`src/rtl/csr_intr_unit.sv`:
```
// csr_intr_unit: machine-mode CSR file and external interrupt controller.
//   Synchronizes an asynchronous interrupt line, latches a pending request on
//   its rising edge and gates it with mstatus.MIE. Holds mstatus (MIE/MPIE),
//   mtvec, mepc and mcause. Trap entry, mret and CSR writes update them.
// Ports:
//   CLK, RST      clock and synchronous active-high reset
//   INTR_IN       asynchronous external interrupt request
//   INT_TAKEN     trap-entry pulse from the control FSM
//   CSR_WRITE     CSR write strobe; CSR_ADDR/CSR_WD select the target and data
//   MRET_EXEC     mret pulse
//   PC            resume address saved into mepc on trap entry
//   CSR_RD        combinational read data for CSR_ADDR
//   MTVEC, MEPC   register outputs to the PC mux
//   INTR          interrupt request (PENDING & MIE) to the control FSM
module csr_intr_unit #(
  parameter int unsigned SYNC_STAGES = 2  // legal range 2..4
) (
  input  logic        CLK,
  input  logic        RST,
  input  logic        INTR_IN,
  input  logic        INT_TAKEN,
  input  logic        CSR_WRITE,
  input  logic        MRET_EXEC,
  input  logic [11:0] CSR_ADDR,
  input  logic [31:0] CSR_WD,
  input  logic [31:0] PC,
  output logic [31:0] CSR_RD,
  output logic [31:0] MTVEC,
  output logic [31:0] MEPC,
  output logic        INTR
);

  localparam int unsigned XLEN = 32;
  localparam int unsigned AW   = 12;

  localparam logic [AW-1:0]   ADDR_MSTATUS = 12'h300;
  localparam logic [AW-1:0]   ADDR_MTVEC   = 12'h305;
  localparam logic [AW-1:0]   ADDR_MEPC    = 12'h341;
  localparam logic [AW-1:0]   ADDR_MCAUSE  = 12'h342;
  localparam logic [XLEN-1:0] CAUSE_EXT    = 32'h8000_000B;
  localparam logic [XLEN-1:0] ALIGN_MASK   = 32'hFFFF_FFFC;

  logic [SYNC_STAGES-1:0] sync_q, sync_d;
  logic                   edge_q, edge_d;
  logic                   pending_q, pending_d;
  logic                   mie_q, mie_d;
  logic                   mpie_q, mpie_d;
  logic [XLEN-1:0]        mtvec_q, mtvec_d;
  logic [XLEN-1:0]        mepc_q, mepc_d;
  logic [XLEN-1:0]        mcause_q, mcause_d;
  logic                   sync_rise;
  logic [XLEN-1:0]        mstatus_val;

  // Synchronizer shift, edge detect and pending latch.
  always_comb begin
    sync_d    = {sync_q[SYNC_STAGES-2:0], INTR_IN};
    edge_d    = sync_q[SYNC_STAGES-1];
    sync_rise = sync_q[SYNC_STAGES-1] & ~edge_q;
    pending_d = pending_q;
    // A fresh edge beats the clear from INT_TAKEN so the new request survives.
    if (sync_rise) begin
      pending_d = 1'b1;
    end else if (INT_TAKEN) begin
      pending_d = 1'b0;
    end
  end

  // CSR updates: trap entry > mret > CSR write, lower ones dropped entirely.
  always_comb begin
    mie_d    = mie_q;
    mpie_d   = mpie_q;
    mtvec_d  = mtvec_q;
    mepc_d   = mepc_q;
    mcause_d = mcause_q;
    if (INT_TAKEN) begin
      mepc_d   = PC & ALIGN_MASK;
      mcause_d = CAUSE_EXT;
      mpie_d   = mie_q;
      mie_d    = 1'b0;
    end else if (MRET_EXEC) begin
      mie_d  = mpie_q;
      mpie_d = 1'b1;
    end else if (CSR_WRITE) begin
      unique case (CSR_ADDR)
        ADDR_MSTATUS: begin
          mie_d  = CSR_WD[3];
          mpie_d = CSR_WD[7];
        end
        ADDR_MTVEC:  mtvec_d  = CSR_WD & ALIGN_MASK;
        ADDR_MEPC:   mepc_d   = CSR_WD & ALIGN_MASK;
        ADDR_MCAUSE: mcause_d = CSR_WD;
        default: ;
      endcase
    end
  end

  // State registers with synchronous reset.
  always_ff @(posedge CLK) begin
    if (RST) begin
      sync_q    <= '0;
      edge_q    <= 1'b0;
      pending_q <= 1'b0;
      mie_q     <= 1'b0;
      mpie_q    <= 1'b0;
      mtvec_q   <= '0;
      mepc_q    <= '0;
      mcause_q  <= '0;
    end else begin
      sync_q    <= sync_d;
      edge_q    <= edge_d;
      pending_q <= pending_d;
      mie_q     <= mie_d;
      mpie_q    <= mpie_d;
      mtvec_q   <= mtvec_d;
      mepc_q    <= mepc_d;
      mcause_q  <= mcause_d;
    end
  end

  // Read mux; shows the stored (pre-write) value during a write cycle.
  always_comb begin
    mstatus_val    = '0;
    mstatus_val[3] = mie_q;
    mstatus_val[7] = mpie_q;
    CSR_RD         = '0;
    unique case (CSR_ADDR)
      ADDR_MSTATUS: CSR_RD = mstatus_val;
      ADDR_MTVEC:   CSR_RD = mtvec_q;
      ADDR_MEPC:    CSR_RD = mepc_q;
      ADDR_MCAUSE:  CSR_RD = mcause_q;
      default:      CSR_RD = '0;
    endcase
  end

  assign MTVEC = mtvec_q;
  assign MEPC  = mepc_q;
  assign INTR  = pending_q & mie_q;

endmodule

```
`config.mk`:
```
export PLATFORM = sky130hd
export DESIGN_NAME = csr_intr_unit
export DESIGN_NICKNAME = d
export VERILOG_FILES = /design/src/rtl/csr_intr_unit.sv
export SDC_FILE = /design/constraint.sdc
export NUM_CORES = 1
export LEC_CHECK = 0
export CELL_PAD_IN_SITES_DETAIL_PLACEMENT = 0
export CELL_PAD_IN_SITES_GLOBAL_PLACEMENT = 1
export CORE_ASPECT_RATIO = 2
export CORE_MARGIN = 8
export CORE_UTILIZATION = 28
export CTS_CLUSTER_DIAMETER = 60
export DETAILED_ROUTE_END_ITERATION = 12
export PLACE_DENSITY = 0.87
export REMOVE_ABC_BUFFERS = 1
export SYNTH_ARGS = -nofsm -noshare
export SYNTH_HDL_FRONTEND = slang
export SYNTH_SLANG_ARGS = --single-unit
export TNS_END_PERCENT = 30
```
`constraint.sdc`:
```
create_clock -name CLK -period 2.05 [get_ports CLK]
set_input_delay 0.41 -clock CLK [delete_from_list [all_inputs] [get_ports CLK]]
set_output_delay 0.41 -clock CLK [all_outputs]
set_load 0.02 [all_outputs]
```
==> summary.md <==
| Metric | Value |
|---|---|
| Outcome | finished with violations |
| Failing checks | setup timing |
| Unrepaired setup endpoints after global routing | true |
| Max clock buf depth | 2 |
| Initial antenna violation count | 1 |
| Gr ovfl total | 0 |
| Fillers | 1559 |
| First-pass GRT wire length | 30.19 mm |
| Critical Path Most Common Cell | buf_6 |
| Routed WL | 19.79 mm |
| Clock Root Buffer | clkbuf_16 |
| Buf/Inv on CP | 5 |
| Critical-path cell list | buf_6 -> or4_4 -> buf_6 -> nor3b_4 -> buf_6 -> buf_6 -> a22oi_1 -> o2bb2ai_1 -> buf_4 |
| Clk pin slew, worst setup/hold paths | 0.07 ns |
| Worst slew margin | 0.2350 |
| Period utilisation layout | 1.262 |
| Post-Synthesis Cell Area | 4476 um2 |
| Number of routed nets with antenna violations | 0 |
| All-Layer GR Usage | 0.1904 |
| CTS tree | done |
| CTS Sinks | 98 |
| # IOs | 179 |
| Largest stage delay, worst path | 0.56 ns |
| Max VDD drop | 0.3859 mV |
| Pre-CTS WS | -1.440 ns |
| Yosys warns | 0 |
| Layout cell share with drive strength beyond 1 | 0.2228 |
| Max Fclk | 386.6 MHz |
| DP Area | 6671 um2 |
| Non-Filler Instances | 938 |
| Min-Delay Path Class | reg -> reg |
| CP max-delay cell | or4_4 |
| Slew @ Worst Pin | 1.142 ns |
| Starting Density | 0.2851 |
| Die area | 20530 um2 |
| Vias/cell | 5.209 |
| Worst EP arrival | 2.18 ns |
| Final setup fails | 32 |
| Final HPWL DP | 13.77 mm |
| Clock latency on the worst-skew pair | 0.33 ns |
| EDFF count, synth | 0 |
| Fin. Hold Viols | 0 |
| Rows | 65 |
| Crit path capture type | primary output |
| Cell family with most CP delay | buffers and inverters |
| Post-synthesis register bit count | 98 |
| Lkg Pwr | 0.002679 uW |
| Post-route setup slack | -0.5367 ns |
| Inserted Clock Buffers | 9 |
| Min Clock Period, post-route | 2.587 ns |
| Setup CP Type | in -> out |
| Final Wtd Congestion | 0.8844 |
| Post-Route Utilization | 0.4717 |
| Die Width | 105.4 um |
| Layout net count | 814 |
| Slew Viols, Final | 0 |
| First DRT Iteration DRCs | 212 |
| Synth unique cells | 40 |
| Dpl cells | 908 |
| Max Cap Viol | 0 |
| Port-buffer cells | 172 |
| Syn Inst Count | 535 |
| Largest net degree at the start of global routing | 33 |
| H-tree depth | 3 |
| Seq/Total Area, Yosys | 0.4384 |
| Final setup skew | 0.001558 ns |
| Total number of vias | 4886 |
| Vias in the first global route | 5274 |
| Total power draw | 4475 uW |
| DRC viols | 0 |
| Chip Height | 194.8 um |
| Main synth FF type | dfxtp_1 |
| Post-detailed-route wirelength per cell | 21.10 um |
| Mean Syn Cell Area | 8.365 um2 |
| Core area | 15700 um2 |
| Pre-Repair DR Iteration Count | 6 |
| CTS Hold Bufs | 0 |
| Startpoint Class | input pin |
| Fraction of registers with async set/reset | 0 |
| Worst EP required | 1.64 ns |
| Power Density | 604.3 nW/um2 |
| Final instance area | 7405 um2 |
| Worst-path maximum fanout | 6 |
| Syn-to-layout area delta | 65.45% |
[final timing paths]
check                           cells after the start                 start                    to  slack [ns]
worst min-delay path                                1  sync_q[0]$_SDFF_PP0_  sync_q[1]$_SDFF_PP0_        0.45
worst min register to register                      1  sync_q[0]$_SDFF_PP0_  sync_q[1]$_SDFF_PP0_        0.45
worst max register to register                      4    mie_q$_SDFFE_PP0P_   mpie_q$_SDFFE_PP0P_        1.12
worst max-delay path                                9           CSR_ADDR[5]            CSR_RD[25]       -0.54
[registers in the layout, indices dropped and copies added, names as in the netlist]
signal,count
MEPC,30
MTVEC,30
edge_q,1
mcause_q,32
mie_q,1
mpie_q,1
pending_q,1
sync_q,2
[repair_timing]
item / 4_1_cts / 5_1_grt
gates cloned: 5 / 0
resized for setup: 230 / 16
setup endpoints to repair: 124 / 57
pin swaps: 48 / 6
buffers inserted: 10 / 1
[layout by cell type (no fill, tap or decap), types with 8 or more instances in the layout]
| master | netlist | routed |
|---|---|---|
| o2bb2ai_1 | 28 | 19 |
| clkbuf_16 | 0 | 9 |
| clkdlybuf4s50_1 | 0 | 129 |
| a22oi_1 | 30 | 14 |
| nor3b_1 | 18 | 16 |
| dfxtp_1 | 98 | 98 |
| a21oi_1 | 58 | 58 |
| nor2b_1 | 14 | 13 |
| nor4_1 | 11 | 11 |
| a22oi_2 | 0 | 16 |
| nand2_1 | 116 | 116 |
| a21o_1 | 16 | 16 |
| o2bb2ai_2 | 0 | 9 |
| buf_12 | 0 | 8 |
| nor3_1 | 26 | 26 |
| buf_4 | 5 | 68 |
| buf_6 | 2 | 20 |
| a32o_1 | 16 | 16 |
[per-layer routing]
| layer | routed length, um | global-route usage |
|---|---|---|
| met1 | 6686 | 0.1770 |
| met2 | 11350 | 0.3723 |
| met3 | 918 | 0.03579 |
| met4 | 837 | 0.1017 |
| met5 | 0 | 0 |
[where the power goes]
| group | switching, uW | leakage [uW] | internal [uW] |
|---|---|---|---|
| clock | 722 | 0.000165 | 1220 |
| sequential | 40.5 | 0.000798 | 1950 |
| combinational | 248 | 0.00172 | 295 |
[per-stage QoR]
stage / hold slack [ns] / TNS, ns
after floorplan: 0.4138 / -79.94
after global placement: 0.4239 / -86.43
after detailed placement: 0.4389 / -83.72
after CTS: 0.4543 / -16.38
after global routing: 0.4680 / -16.91
final: 0.4510 / -14.86
[Yosys cell counts, types with 14 or more instances]
| master | n | share of area |
|---|---|---|
| nand2_1 | 116 | 0.097 |
| dfxtp_1 | 98 | 0.44 |
| a21oi_1 | 58 | 0.065 |
| clkbuf_1 | 37 | 0.031 |
| a22oi_1 | 30 | 0.050 |
| o2bb2ai_1 | 28 | 0.055 |
| nor3_1 | 26 | 0.029 |
| nor3b_1 | 18 | 0.030 |
| a21o_1 | 16 | 0.027 |
| a32o_1 | 16 | 0.036 |
| nor2b_1 | 14 | 0.020 |
[cells by family after synthesis]
kind of cell,share of synthesized area
buffers and inverters,0.05927
multiplexers,0.002237
flip-flops,0.4384
other,0.0008379
AO/OA/AOI/OAI,0.2499
AND/OR/NAND/NOR,0.2494
[final cells by class]
type	instances	area [um2]	area share
Multi-Input combinational cell	382	2487	0.3359
Timing Repair Buffer	238	2349	0.3172
Sequential cell	98	1962	0.2650
Tap cell	201	251.5	0.03396
Clock buffer	10	239.0	0.03227
Clock inverter	5	102.6	0.01386
Inverter	3	11.26	0.001521
Antenna cell	1	2.502	0.0003380
(Power assumes the default switching activity.)
